==> config.mk <==
export PLATFORM = sky130hd
export DESIGN_NAME = pwm_decoder
export DESIGN_NICKNAME = d
export VERILOG_FILES = /design/src/rtl/pwm_decoder_pkg.sv /design/src/rtl/pwm_edge_sync.sv /design/src/rtl/pwm_decoder.sv
export SDC_FILE = /design/constraint.sdc
export NUM_CORES = 1
export LEC_CHECK = 0
export ABC_AREA = 1
export BUFFER_PORTS_ARGS = -buffer_cell sky130_fd_sc_hd__buf_2
export CORE_ASPECT_RATIO = 1.75
export CORE_MARGIN = 1.5
export CORE_UTILIZATION = 45
export DETAILED_ROUTE_END_ITERATION = 12
export GPL_ROUTABILITY_DRIVEN = 0
export GPL_TIMING_DRIVEN = 0
export PLACE_DENSITY = 0.74
export SKIP_LAST_GASP = 1
export SYNTH_ARGS = -nofsm -noshare
export SYNTH_HDL_FRONTEND = slang
export SYNTH_SLANG_ARGS = --single-unit
==> constraint.sdc <==
create_clock -name clk -period 2.2 [get_ports clk]
set_input_delay 0.33 -clock clk [delete_from_list [all_inputs] [get_ports clk]]
set_output_delay 0.33 -clock clk [all_outputs]
set_load 0.03 [all_outputs]
==> src/rtl/pwm_decoder_pkg.sv <==
// Shared PWM drive-path definitions: direction codes and default timing,
// common to the motor PWM driver and this receive-side decoder.
package pwm_decoder_pkg;

  typedef enum logic [1:0] {
    DIR_BRAKE = 2'b00,
    DIR_FWD   = 2'b01,
    DIR_REV   = 2'b10
  } dir_t;

  typedef enum logic [1:0] {
    ST_IDLE = 2'b00,
    ST_MEAS = 2'b01,
    ST_FLT  = 2'b10
  } state_t;

  typedef enum logic [1:0] {
    REQ_DEC = 2'b00,
    REQ_TMO = 2'b01,
    REQ_FLT = 2'b10
  } req_kind_t;

  localparam int DEF_SD      = 5;
  localparam int DEF_PERIOD  = 51;
  localparam int DEF_TIMEOUT = 102;

  // Level k is reached when (width-1) >= k*SD - SD/2, i.e. nearest-step rounding.
  function automatic int level_thr(input int k, input int sd);
    return k * sd - sd / 32'sd2;
  endfunction

endpackage

==> src/rtl/pwm_edge_sync.sv <==
// Two-flop synchronizer plus history flop for one PWM line, giving the
// synchronized level and single-clock rise/fall strobes.
module pwm_edge_sync (
  input  logic clk,
  input  logic rst,
  input  logic line,
  output logic level,
  output logic rise,
  output logic fall
);

  logic s1_r;
  logic s2_r;
  logic p_r;
  logic seen_r;
  logic armed_r;

  // Synchronizer, history flop and arm flag (a line high across reset must go low first)
  always_ff @(posedge clk) begin
    if (rst) begin
      s1_r    <= 1'b0;
      s2_r    <= 1'b0;
      p_r     <= 1'b0;
      seen_r  <= 1'b0;
      armed_r <= 1'b0;
    end else begin
      s1_r    <= line;
      s2_r    <= s1_r;
      p_r     <= s2_r;
      seen_r  <= 1'b1;
      armed_r <= armed_r | (seen_r & ~s1_r);
    end
  end

  assign level = s2_r;
  assign rise  = s2_r & ~p_r & armed_r;
  assign fall  = ~s2_r & p_r;

endmodule

==> src/rtl/pwm_decoder.sv <==
// Receive-side PWM decoder: measures pulse high time on the two direction lines
// and recovers direction/speed, flagging line faults and timing out to brake.
module pwm_decoder
  import pwm_decoder_pkg::*;
#(
  parameter int SD      = DEF_SD,
  parameter int PERIOD  = DEF_PERIOD,
  parameter int TIMEOUT = DEF_TIMEOUT,
  parameter int CW      = 16
) (
  input  logic          clk,
  input  logic          rst,
  input  logic          pwm_in1,
  input  logic          pwm_in2,
  output logic [1:0]    choose,
  output logic [1:0]    speed,
  output logic          valid,
  output logic          fault,
  output logic [CW-1:0] width
);

  localparam logic [CW-1:0] W_ZERO   = {CW{1'b0}};
  localparam logic [CW-1:0] W_ONE    = {{(CW-1){1'b0}}, 1'b1};
  localparam logic [CW-1:0] W_MAX    = {CW{1'b1}};
  localparam logic [CW-1:0] PERIOD_W = CW'(PERIOD);
  localparam logic [CW-1:0] TMO_W    = CW'(TIMEOUT);
  localparam logic [CW-1:0] TMO_M1   = CW'(TIMEOUT - 1);
  localparam logic [CW-1:0] THR1     = CW'(level_thr(32'sd1, SD));
  localparam logic [CW-1:0] THR2     = CW'(level_thr(32'sd2, SD));
  localparam logic [CW-1:0] THR3     = CW'(level_thr(32'sd3, SD));

  logic lvl1_s, rise1_s, fall1_s;
  logic lvl2_s, rise2_s, fall2_s;

  pwm_edge_sync u_sync1 (.clk(clk), .rst(rst), .line(pwm_in1),
                         .level(lvl1_s), .rise(rise1_s), .fall(fall1_s));
  pwm_edge_sync u_sync2 (.clk(clk), .rst(rst), .line(pwm_in2),
                         .level(lvl2_s), .rise(rise2_s), .fall(fall2_s));

  state_t        state_r, state_s;
  dir_t          dir_r, dir_s;
  logic [CW-1:0] wcnt_r, wcnt_s;
  logic [CW-1:0] gap_r, gap_s;
  logic          req_vld_r, req_vld_s;
  req_kind_t     req_kind_r, req_kind_s;
  dir_t          req_dir_r;
  logic [CW-1:0] req_w_r;
  logic          lat_lvl_s, lat_fall_s, oth_lvl_s;
  logic [CW-1:0] d_s;
  logic [1:0]    lvl_s;
  logic [1:0]    choose_r, speed_r;
  logic          valid_r, fault_r;
  logic [CW-1:0] width_r;

  assign lat_lvl_s  = (dir_r == DIR_FWD) ? lvl1_s  : lvl2_s;
  assign lat_fall_s = (dir_r == DIR_FWD) ? fall1_s : fall2_s;
  assign oth_lvl_s  = (dir_r == DIR_FWD) ? lvl2_s  : lvl1_s;

  // FSM state, latched line, counters and the one-deep update request
  always_ff @(posedge clk) begin
    if (rst) begin
      state_r    <= ST_IDLE;
      dir_r      <= DIR_BRAKE;
      wcnt_r     <= W_ZERO;
      gap_r      <= W_ZERO;
      req_vld_r  <= 1'b0;
      req_kind_r <= REQ_DEC;
      req_dir_r  <= DIR_BRAKE;
      req_w_r    <= W_ZERO;
    end else begin
      state_r    <= state_s;
      dir_r      <= dir_s;
      wcnt_r     <= wcnt_s;
      gap_r      <= gap_s;
      req_vld_r  <= req_vld_s;
      req_kind_r <= req_kind_s;
      req_dir_r  <= dir_r;
      req_w_r    <= wcnt_r;
    end
  end

  // Next-state logic; update requests go through one register so valid lands at N+3
  always_comb begin
    state_s    = state_r;
    dir_s      = dir_r;
    wcnt_s     = wcnt_r;
    gap_s      = gap_r;
    req_vld_s  = 1'b0;
    req_kind_s = REQ_DEC;
    case (state_r)
      ST_IDLE: begin
        if (lvl1_s && lvl2_s) begin
          // Hold off one clock if a strobe is already in flight, keeping valid isolated
          if (!req_vld_r) begin
            state_s    = ST_FLT;
            req_vld_s  = 1'b1;
            req_kind_s = REQ_FLT;
          end else begin
            state_s = ST_IDLE;
          end
        end else if (rise1_s) begin
          state_s = ST_MEAS;
          dir_s   = DIR_FWD;
          wcnt_s  = W_ONE;
        end else if (rise2_s) begin
          state_s = ST_MEAS;
          dir_s   = DIR_REV;
          wcnt_s  = W_ONE;
        end else if (gap_r < TMO_W) begin
          gap_s = gap_r + W_ONE;
          if (gap_r == TMO_M1) begin
            req_vld_s  = 1'b1;
            req_kind_s = REQ_TMO;
          end else begin
            req_vld_s = 1'b0;
          end
        end else begin
          gap_s = gap_r;
        end
      end
      ST_MEAS: begin
        if (oth_lvl_s) begin
          state_s    = ST_FLT;
          req_vld_s  = 1'b1;
          req_kind_s = REQ_FLT;
        end else if (lat_fall_s) begin
          state_s    = ST_IDLE;
          gap_s      = W_ZERO;
          req_vld_s  = 1'b1;
          req_kind_s = REQ_DEC;
        end else if (wcnt_r > PERIOD_W) begin
          state_s    = ST_FLT;
          req_vld_s  = 1'b1;
          req_kind_s = REQ_FLT;
        end else if (lat_lvl_s && (wcnt_r != W_MAX)) begin
          wcnt_s = wcnt_r + W_ONE;
        end else begin
          wcnt_s = wcnt_r;
        end
      end
      ST_FLT: begin
        gap_s = W_ZERO;
        if (!lvl1_s && !lvl2_s) begin
          state_s = ST_IDLE;
        end else begin
          state_s = ST_FLT;
        end
      end
      default: begin
        state_s = ST_IDLE;
      end
    endcase
  end

  // Speed level from the measured width by threshold compares
  always_comb begin
    d_s = req_w_r - W_ONE;
    if (d_s >= THR3) begin
      lvl_s = 2'd3;
    end else if (d_s >= THR2) begin
      lvl_s = 2'd2;
    end else if (d_s >= THR1) begin
      lvl_s = 2'd1;
    end else begin
      lvl_s = 2'd0;
    end
  end

  // Output registers, updated only when a request is pending
  always_ff @(posedge clk) begin
    if (rst) begin
      choose_r <= 2'b00;
      speed_r  <= 2'b00;
      valid_r  <= 1'b0;
      fault_r  <= 1'b0;
      width_r  <= W_ZERO;
    end else begin
      valid_r <= req_vld_r;
      if (req_vld_r) begin
        case (req_kind_r)
          REQ_DEC: begin
            choose_r <= req_dir_r;
            speed_r  <= lvl_s;
            width_r  <= req_w_r;
            fault_r  <= 1'b0;
          end
          REQ_TMO: begin
            choose_r <= DIR_BRAKE;
            speed_r  <= 2'b00;
          end
          REQ_FLT: begin
            choose_r <= DIR_BRAKE;
            speed_r  <= 2'b00;
            fault_r  <= 1'b1;
          end
          default: begin
            choose_r <= DIR_BRAKE;
            speed_r  <= 2'b00;
          end
        endcase
      end
    end
  end

  assign choose = choose_r;
  assign speed  = speed_r;
  assign valid  = valid_r;
  assign fault  = fault_r;
  assign width  = width_r;

endmodule

==> results.md <==
- Layout Skew: 0.00325 ns
- Clock root cell: clkbuf_16
- Nets: 568
- Post-CTS Setup Bufs: 0
- # DRC: 0
- Number of global-route vias before repair: 3206
- Synth Instances: 522
- Die height: 126 um
- Worst-Margin Slew: 0.544 ns
- WS Path Type: reg -> reg
- Port Buffer Count: 24
- Final Cycle Share: 0.873
- CTS sink count: 88
- Layout cells sized above 1: 0.119
- Hold Path Class: in -> reg
- Startpoint Class: flip-flop
- Min Tclk post-route: 1.92 ns
- Core footprint: 0.00831 mm2
- Synth cell types: 36
- Crit. Startpoint: state_r[0]
- Clock buffer depth: 2
- Status: complete, no violations
- Mapped Area: 0.00386 mm2
- Clock latency on the worst-skew pair: 0.34 ns
- Worst reg2reg path startpoint: state_r[0]
- Routed wire length: 8.25 mm
- Non-filler cells, final: 677
- Initial core utilization: 0.464
- CTS tree: built
- WL met3: 242 um
- Worst Setup End Kind: flip-flop
- Post_cts resized: 0
- Final slew viol count: 0
- Vias per inst: 5.01
- Pwr dens: 759 mW/mm2
- RSZ-0062 raised after global routing: no
- Die W: 73 um
- Cts hold-fix bufs: 0
- Max VDD drop: 0.384 mV
- DRT iter0 DRCs: 157
- Final HPWL DP: 6.21 mm
- First-pass GRT wire length: 13.6 mm
- Clk pin slew, worst setup/hold paths: 0.06 ns
- Max Fclk: 0.521 GHz
- Seq cells post-synth: 88
- Antenna violations before repair: 0
- Ant. Diodes: 0
- Top Layer Used: met4
- Clock H-tree levels: 3
- P&R area growth vs syn: 14.6%
- Met1 wire length: 3.16 mm
- Min-delay src: pwm_in2
- # rows: 44
- Critical Path Max Stage Delay: 0.38 ns
- Hold Fails Final Rpt: 0
- Max-cap violations: 0
- Final Setup Violations: 0
- Arr. time, crit path: 2.19 ns
- Setup TNS: 0 ns
- P_leak: 1.84 nW
- I/O pin total: 26
- CP delay by family, top: simple AND/OR/NAND/NOR gates
- Seq/Total Area, Yosys: 0.457
- Warnings from Yosys: 0
- Mapped Avg Cell Area: 7.39 um2
- Critical path required time: 2.46 ns
- Total CTS buffers: 9
- Met2 WL: 4.56 mm
- Vias after detailed routing: 3389
- Crit-path cells: inv_1 > ha_1 > inv_1 > nor2_1 > nand3b_1 > nor2_1 > nand2_2 > inv_2 > buf_6 > nand2_1 > a21oi_1
- Largest fanout on the critical path: 10
- Slew Limit Headroom: 0.637
- Dpl cells: 661
- CP max stage cell: dfxtp_1
- Die area: 0.00916 mm2
- Buf+Inv Stages, Crit Path: 4
- DRT Pass-1 Iters: 4
- ANT nets after route: 0
- GRT Overall Usage: 0.190
- Largest net degree at the start of global routing: 15
- Wire per inst: 12.2 um
- Grt ovf: 0
- Synthesized Nets: 533
-- final cells by class --
cell class	instances	area [um2]
Fill cell	778	3890
Multi-Input combinational cell	358	1790
Sequential cell	88	1760
Clock buffer	11	243
Inverter	60	225
Tap cell	115	144
Timing Repair Buffer	24	120
Buffer	16	82.6
Clock inverter	5	56.3
-- registers in the layout (all words and copies together) (netlist names) --
name and count:
dir_r 2, u_sync2.p_r 1, valid 1, u_sync1.p_r 1
u_sync2.level 1, u_sync1.seen_r 1, speed 2, state_r 2
u_sync2.s1_r 1, u_sync1.level 1, choose 2, req_w_r 16
req_vld_r 1, gap_r 16, wcnt_r 16, req_dir_r 2
u_sync2.armed_r 1, req_kind_r 2, u_sync1.s1_r 1, fault 1
u_sync1.armed_r 1, width 16
-- power by group --
part / switching (mW) / internal, mW / leakage (nW)
registers: 0.0227 / 1.62 / 0.712
clock network: 0.599 / 0.908 / 0.145
logic: 0.139 / 0.0634 / 0.985
total: 0.760 / 2.59 / 1.84
-- cells in the final DEF, fill, tap and decap left out, types with 2 or more instances in the layout --
| cell type | n |
|---|---|
| buf_6 | 3 |
| nand2_1 | 93 |
| clkbuf_16 | 9 |
| o21ai_1 | 2 |
| nor2_4 | 3 |
| dfxtp_1 | 88 |
| a31oi_1 | 2 |
| buf_2 | 24 |
| nor2_2 | 4 |
| o21ai_2 | 2 |
| inv_2 | 5 |
| nand4_1 | 5 |
| nand2_4 | 2 |
| o21ai_0 | 31 |
| inv_1 | 55 |
| nor4_1 | 3 |
| ha_1 | 7 |
| nor2_1 | 88 |
| nand3_1 | 29 |
| xor2_1 | 11 |
| nand3b_1 | 4 |
| nand2_2 | 4 |
| nor3_1 | 20 |
| clkbuf_1 | 13 |
| clkinv_2 | 2 |
| xnor2_1 | 2 |
| a21oi_1 | 35 |
-- path summary, 6_finish.rpt --
check	endpoint	slack (ns)	depth (start not counted)
worst max-delay path	gap_r[4]	0.28	11
worst min-delay path	u_sync2.s1_r	0.19	3
worst min register to register	u_sync1.level	0.44	2
worst max register to register	gap_r[4]	0.28	11
-- worst register-to-register path, delay by kind of cell, from the launching register on --
| kind | cells | cell delay [ns] |
|---|---|---|
| compound gates | 1 | 0.12 |
| fa+ha+maj | 1 | 0.23 |
| simple gates | 5 | 0.60 |
| flops | 1 | 0.38 |
| buf+inv | 4 | 0.53 |
-- synthesized netlist by cell type, drive strengths merged --
cell,instances,share of area
xor2,11,0.025
xnor2,2,0.0045
nand3b,4,0.0078
dfxtp,88,0.46
a21oi,37,0.052
o2111ai,1,0.0023
and2,1,0.0016
inv,60,0.058
a31oi,2,0.0032
or2,1,0.0016
nand4,6,0.011
nand3,29,0.038
o21ai,35,0.047
nand2,99,0.10
clkbuf,12,0.012
nor2,95,0.10
nor3b,1,0.0019
a2111oi,1,0.0023
nor4,3,0.0049
nor3,21,0.029
buf,4,0.0097
a21boi,1,0.0029
ha,7,0.023
o211a,1,0.0026
-- through the flow --
step / total power, mW / setup slack (ns) / util / hold WS (ns) / area [um2]
after floorplan: 1.83 / 0.630 / - / 0.410 / 3860
after global placement: 1.87 / 0.375 / 0.496 / 0.416 / 4120
after detailed placement: 1.88 / 0.319 / 0.496 / 0.431 / 4120
after CTS: 3.39 / 0.283 / 0.532 / 0.189 / 4420
after global routing: 3.50 / 0.126 / 0.532 / 0.200 / 4420
final: 3.35 / 0.279 / 0.532 / 0.192 / 4420
-- routing by layer --
layer | global-route usage | up-vias
met5 | 0 | -
met4 | 0.113 | 0
met3 | 0.0427 | 22
met2 | 0.358 | 71
met1 | 0.176 | 1552
li1 | - | 1744
-- kinds of logic (layout without fill, tap and decap cells) --
logic type | Yosys count | count (layout) | share of synthesized area
compound gates | 78 | 78 | 0.113
xor+xnor | 13 | 13 | 0.0295
fa+ha+maj | 7 | 7 | 0.0227
buf+inv | 76 | 116 | 0.0798
flops | 88 | 88 | 0.457
simple gates | 260 | 260 | 0.299
Note: power is estimated with default switching activity, not from simulation.
